## src/rtl/spibone_wb_arbiter.sv

```systemverilog
`timescale 1ns/1ps
`default_nettype none
// ---------------------------------------------------------------------------
// spibone_wb_arbiter: two-master round-robin Wishbone arbiter with watchdog.
// Rev 1.0
// ---------------------------------------------------------------------------
module spibone_wb_arbiter #(
  parameter int ADDR_WIDTH = 30,
  parameter int DATA_WIDTH = 32,
  parameter int TIMEOUT    = 1023
) (
  input  logic                      clk48_i,
  input  logic                      reset_ni,

  input  logic [ADDR_WIDTH-1:0]     m0_adr_i,
  input  logic [DATA_WIDTH-1:0]     m0_dat_w_i,
  output logic [DATA_WIDTH-1:0]     m0_dat_r_o,
  input  logic [DATA_WIDTH/8-1:0]   m0_sel_i,
  input  logic                      m0_cyc_i,
  input  logic                      m0_stb_i,
  input  logic                      m0_we_i,
  input  logic [2:0]                m0_cti_i,
  input  logic [1:0]                m0_bte_i,
  output logic                      m0_ack_o,
  output logic                      m0_err_o,

  input  logic [ADDR_WIDTH-1:0]     m1_adr_i,
  input  logic [DATA_WIDTH-1:0]     m1_dat_w_i,
  output logic [DATA_WIDTH-1:0]     m1_dat_r_o,
  input  logic [DATA_WIDTH/8-1:0]   m1_sel_i,
  input  logic                      m1_cyc_i,
  input  logic                      m1_stb_i,
  input  logic                      m1_we_i,
  input  logic [2:0]                m1_cti_i,
  input  logic [1:0]                m1_bte_i,
  output logic                      m1_ack_o,
  output logic                      m1_err_o,

  output logic [ADDR_WIDTH-1:0]     s_adr_o,
  output logic [DATA_WIDTH-1:0]     s_dat_w_o,
  input  logic [DATA_WIDTH-1:0]     s_dat_r_i,
  output logic [DATA_WIDTH/8-1:0]   s_sel_o,
  output logic                      s_cyc_o,
  output logic                      s_stb_o,
  output logic                      s_we_o,
  output logic [2:0]                s_cti_o,
  output logic [1:0]                s_bte_o,
  input  logic                      s_ack_i,
  input  logic                      s_err_i,

  output logic [1:0]                grant_o,
  output logic                      timeout_evt_o
);

  localparam int CNT_WIDTH  = (TIMEOUT > 0) ? $clog2(TIMEOUT + 1) : 1;
  localparam int TIMEOUT_M1 = (TIMEOUT > 0) ? TIMEOUT - 1 : 0;
  localparam logic [CNT_WIDTH-1:0] CNT_LAST = CNT_WIDTH'(TIMEOUT_M1);
  localparam bit WDOG_EN = (TIMEOUT > 0);

  typedef enum logic [1:0] {
    ST_IDLE   = 2'd0,
    ST_GRANT0 = 2'd1,
    ST_GRANT1 = 2'd2,
    ST_ERR    = 2'd3
  } state_e;

  state_e               state_q, state_d;
  logic                 last_q, last_d;
  logic [CNT_WIDTH-1:0] cnt_q, cnt_d;

  // last_q names the current owner whenever the state is not IDLE.
  logic                    own_cyc, own_stb, own_we;
  logic [ADDR_WIDTH-1:0]   own_adr;
  logic [DATA_WIDTH-1:0]   own_dat_w;
  logic [DATA_WIDTH/8-1:0] own_sel;
  logic [2:0]              own_cti;
  logic [1:0]              own_bte;

  assign own_cyc   = last_q ? m1_cyc_i   : m0_cyc_i;
  assign own_stb   = last_q ? m1_stb_i   : m0_stb_i;
  assign own_we    = last_q ? m1_we_i    : m0_we_i;
  assign own_adr   = last_q ? m1_adr_i   : m0_adr_i;
  assign own_dat_w = last_q ? m1_dat_w_i : m0_dat_w_i;
  assign own_sel   = last_q ? m1_sel_i   : m0_sel_i;
  assign own_cti   = last_q ? m1_cti_i   : m0_cti_i;
  assign own_bte   = last_q ? m1_bte_i   : m0_bte_i;

  assign m0_dat_r_o = s_dat_r_i;
  assign m1_dat_r_o = s_dat_r_i;

  always_ff @(posedge clk48_i or negedge reset_ni) begin
    if (!reset_ni) begin
      state_q <= ST_IDLE;
      last_q  <= 1'b1;
      cnt_q   <= '0;
    end else begin
      state_q <= state_d;
      last_q  <= last_d;
      cnt_q   <= cnt_d;
    end
  end

  always_comb begin
    state_d       = state_q;
    last_d        = last_q;
    cnt_d         = '0;
    grant_o       = 2'b00;
    s_adr_o       = '0;
    s_dat_w_o     = '0;
    s_sel_o       = '0;
    s_we_o        = 1'b0;
    s_cti_o       = 3'b000;
    s_bte_o       = 2'b00;
    s_cyc_o       = 1'b0;
    s_stb_o       = 1'b0;
    m0_ack_o      = 1'b0;
    m0_err_o      = 1'b0;
    m1_ack_o      = 1'b0;
    m1_err_o      = 1'b0;
    timeout_evt_o = 1'b0;

    if (state_q != ST_IDLE) begin
      grant_o   = last_q ? 2'b10 : 2'b01;
      s_adr_o   = own_adr;
      s_dat_w_o = own_dat_w;
      s_sel_o   = own_sel;
      s_we_o    = own_we;
      s_cti_o   = own_cti;
      s_bte_o   = own_bte;
    end

    case (state_q)
      ST_IDLE: begin
        // On a tie the master that did not own the bus last wins.
        if (m0_cyc_i && (!m1_cyc_i || last_q)) begin
          state_d = ST_GRANT0;
          last_d  = 1'b0;
        end else if (m1_cyc_i) begin
          state_d = ST_GRANT1;
          last_d  = 1'b1;
        end
      end
      ST_GRANT0, ST_GRANT1: begin
        s_cyc_o  = own_cyc;
        s_stb_o  = own_stb;
        m0_ack_o = s_ack_i & ~last_q;
        m0_err_o = s_err_i & ~last_q;
        m1_ack_o = s_ack_i &  last_q;
        m1_err_o = s_err_i &  last_q;
        if (!own_cyc) begin
          state_d = ST_IDLE;
        end else if (WDOG_EN && own_stb && !s_ack_i && !s_err_i) begin
          cnt_d = cnt_q + CNT_WIDTH'(1);
          if (cnt_q == CNT_LAST) state_d = ST_ERR;
        end
      end
      ST_ERR: begin
        m0_err_o      = ~last_q;
        m1_err_o      =  last_q;
        timeout_evt_o = 1'b1;
        if (own_cyc) state_d = last_q ? ST_GRANT1 : ST_GRANT0;
        else         state_d = ST_IDLE;
      end
      default: state_d = ST_IDLE;
    endcase
  end

endmodule
`default_nettype wire
```

## config.mk

```make
export PLATFORM = sky130hd
export DESIGN_NAME = spibone_wb_arbiter
export DESIGN_NICKNAME = d
export VERILOG_FILES = /design/src/rtl/spibone_wb_arbiter.sv
export SDC_FILE = /design/constraint.sdc
export NUM_CORES = 1
export LEC_CHECK = 0
export BUFFER_PORTS_ARGS = -buffer_cell sky130_fd_sc_hd__buf_2
export CELL_PAD_IN_SITES_DETAIL_PLACEMENT = 0
export CELL_PAD_IN_SITES_GLOBAL_PLACEMENT = 2
export CORE_AREA = 2 2 120 146
export CTS_BUF_LIST = sky130_fd_sc_hd__clkbuf_2 sky130_fd_sc_hd__clkbuf_4 sky130_fd_sc_hd__clkbuf_8
export CTS_CLUSTER_DIAMETER = 30
export DETAILED_ROUTE_END_ITERATION = 7
export DIE_AREA = 0 0 122 148
export PLACE_DENSITY = 0.92
export RECOVER_POWER = 100
export SLEW_MARGIN = 20
export SYNTH_ARGS = -nofsm -noshare
export SYNTH_HDL_FRONTEND = slang
export SYNTH_SLANG_ARGS = --single-unit
```

## constraint.sdc

```tcl
create_clock -name clk48_i -period 5.25 [get_ports clk48_i]
set_input_delay 1.05 -clock clk48_i [delete_from_list [all_inputs] [get_ports clk48_i]]
set_output_delay 1.05 -clock clk48_i [all_outputs]
set_load 0.005 [all_outputs]
```

==> impl_metrics.toml <==
[synthesis]
yosys_register_bits = 13
yosys_warnings = 0
async_flop_share_pct = 100
synthesis.nets = 496
synthFlopType = "dfrtp_1"
yosysSeqAreaShare_pct = 14.2
synth_cells = 308
synth_edf_count = 0
syn_avg_cell_area_um2 = 7.45
synth_cell_types = 30
synth_area_um2 = 2300

[detailed_routing]
wl_per_cell_um = 14.0
num_vias = 2559
first_pass_iters = 4
via_per_inst = 3.76
drt_iter0_drc = 44
antenna_left = 0
wl_um = 9500
drc_errors = 0

[final_layout]
syn2layout_area_growth_pct = 37.3
nets = 654
diodes = 0
n_fill_cell = 1968
final_area_um2 = 3150
drive_gt1_share_pct = 38.1
finish.utilization_pct = 19.0

[critical_path]
crit_type = "register to output port"
critPathLaunch = "state_q[1]"
worstPathArrival_ns = 2.77
worst-path-max-fanout = 34
cp-start-kind = "register"
crit_required_ns = 4.20
regToRegStartpoint = "last_q"
crit_path_end_kind = "output port"

[sta]
min_period_ns = 3.82
finClkSkew_ns = 0.00255
fin_crit_sh_pct = 72.7
fmax_mhz = 262
tns_ns = 0
setup_viol = 0
slew_headroom_pct = 21.5
rsz0062_at_grt = "no"
worst_slew_pin_slew_ns = 1.18
finalHoldViolCount = 0
drv_slew = 0

[run_status]
status = "finished, final reports clean"

[cts]
cts_hold_buf = 0
clk_pin_slew_ns = 0.05
clk_path_buf_depth = 2
worst_skew_pair.late_latency_ns = 0.25
clock_sinks = 13
postCtsSetupRepairBufs = 0
cts.repair.resized = 0
cts_buffers = 3
htreeDepth = 1
cts_tree = "built"
clockRootBuffer = "clkbuf_8"

[grt]
grt_remaining_overflow = 0
grt_pass1_wl_um = 12900
grt_max_degree = 61
antenna_found_initial = 0
grt_util_all_layers_pct = 9.22
grt_pass1_vias = 2365

[placement]
dp_hpwl_um = 8070
gp_congestion = 0.766
place_area_um2 = 3200
portBuffers = 232

[worst_hold_path]
hp-start = "cnt_q[0]"
min_path_type = "register to register"

[die]
initial_core_util_pct = 13.8
die_h_um = 148
die_w_um = 122
die-area_um2 = 18100
coreArea_um2 = 16600
num_io_pins = 329
row_count = 52

[power_and_ir_drop]
power.density_nw_per_um2 = 418
worst_ir_drop_vdd_uv = 284
power_leakage_nw = 1.74

[run]
cap_violations = 0
[per-stage QoR]
step                      hold slack [ns]  instances  power (mW)  setup WS (ns)
after floorplan                     0.473        308       0.858           2.71
after global placement              0.502        677        1.33           2.19
after detailed placement            0.497        677        1.33           2.16
after CTS                           0.524        681        1.42           1.89
after global routing                0.567        681        1.47           1.10
final                               0.520        681        1.32           1.43
[flip-flops by register name (all words and copies together), names as in the netlist]
signal and count:
last_q 1, cnt_q 10, state_q 2
[metal layers]
metal  GRT usage, %  vias up  part of all wire (%)
met2           16.3      160                    48
met3           3.78       38                    15
met5              0        -                     0
li1               -     1264                     -
met1           9.45     1097                    33
met4           4.08        0                   3.9
[area by class of cell]
cell class | instances | area [um2] | share of cell area, %
timing repair buffer | 236 | 1100 | 35.1
multi-input combinational | 206 | 1380 | 43.7
clock buffer | 3 | 41.3 | 1.31
clock inverter | 1 | 5.00 | 0.159
tap | 216 | 270 | 8.57
inverter | 6 | 22.5 | 0.715
sequential | 13 | 330 | 10.5
[final timing paths]
kind,to,slack [ns],cells after the start
max,s_dat_w_o[15],1.43,5
max in group asynchronous,state_q[1],4.00,1
min in group asynchronous,cnt_q[9],0.81,1
min reg2reg,cnt_q[0],0.52,1
max reg2reg,cnt_q[7],2.82,4
min,cnt_q[0],0.52,1
[cell usage after synthesis, types with 2 or more instances]
| library cell | n | share of area, % |
|---|---|---|
| buf_4 | 65 | 21 |
| nand3_1 | 4 | 0.87 |
| clkbuf_1 | 8 | 1.3 |
| dfrtp_1 | 12 | 13 |
| mux2i_1 | 73 | 32 |
| a31oi_1 | 2 | 0.54 |
| nand2_1 | 6 | 0.98 |
| nor2_1 | 86 | 14 |
| nor3_1 | 5 | 1.1 |
| buf_2 | 9 | 2.0 |
| o21ai_0 | 2 | 0.44 |
| xnor2_1 | 6 | 2.3 |
| xor2_1 | 2 | 0.76 |
| ha_1 | 4 | 2.2 |
| and3_1 | 3 | 0.82 |
| a21oi_1 | 2 | 0.44 |
| inv_1 | 6 | 0.98 |
[kinds of logic after synthesis]
| kind of cell | count (synthesis) | synth area share, % |
|---|---|---|
| fa+ha+maj | 4 | 2.18 |
| mux | 74 | 32.3 |
| buf+inv | 89 | 25.7 |
| compound gates | 9 | 2.56 |
| xor+xnor | 8 | 3.05 |
| flops | 13 | 14.2 |
| simple gates | 111 | 20.0 |
[placed cells by master (no fill, tap or decap)]
cell type | synthesis | final
a21o_1 | 1 | 1
a21oi_1 | 2 | 2
a31oi_1 | 2 | 2
a32o_1 | 1 | 1
a32oi_1 | 1 | 1
and3_1 | 3 | 3
buf_1 | 1 | 1
buf_2 | 9 | 153
buf_4 | 65 | 2
clkbuf_1 | 8 | 64
clkbuf_2 | 0 | 16
clkbuf_8 | 0 | 3
clkinv_2 | 0 | 1
dfrtp_1 | 12 | 12
dfstp_4 | 0 | 1
ha_1 | 4 | 4
inv_1 | 6 | 6
mux2_1 | 1 | 1
mux2i_1 | 73 | 73
nand2_1 | 6 | 7
nand3_1 | 4 | 4
nand4_1 | 1 | 1
nand4bb_1 | 1 | 1
nor2_1 | 86 | 86
nor2b_1 | 1 | 1
nor3_1 | 5 | 5
nor4_1 | 1 | 1
o21ai_0 | 2 | 2
or2_2 | 1 | 1
or4_1 | 1 | 1
xnor2_1 | 6 | 6
xor2_1 | 2 | 2
[power by group]
part	internal [mW]	total, mW	switching [mW]
sequential	0.122	0.230	0.108
combinational	0.466	1.00	0.534
clock	0.0525	0.0888	0.0364
total	0.641	1.32	0.678
[critical path, cell delays in order (launching register included)]
cell      delay (ns)
dfrtp_1         0.38
inv_1           0.08
ha_1            0.93
clkbuf_1        0.75
nor2_1          0.19
clkbuf_1        0.16
No activity file was read; power rests on OpenSTA's default activity.
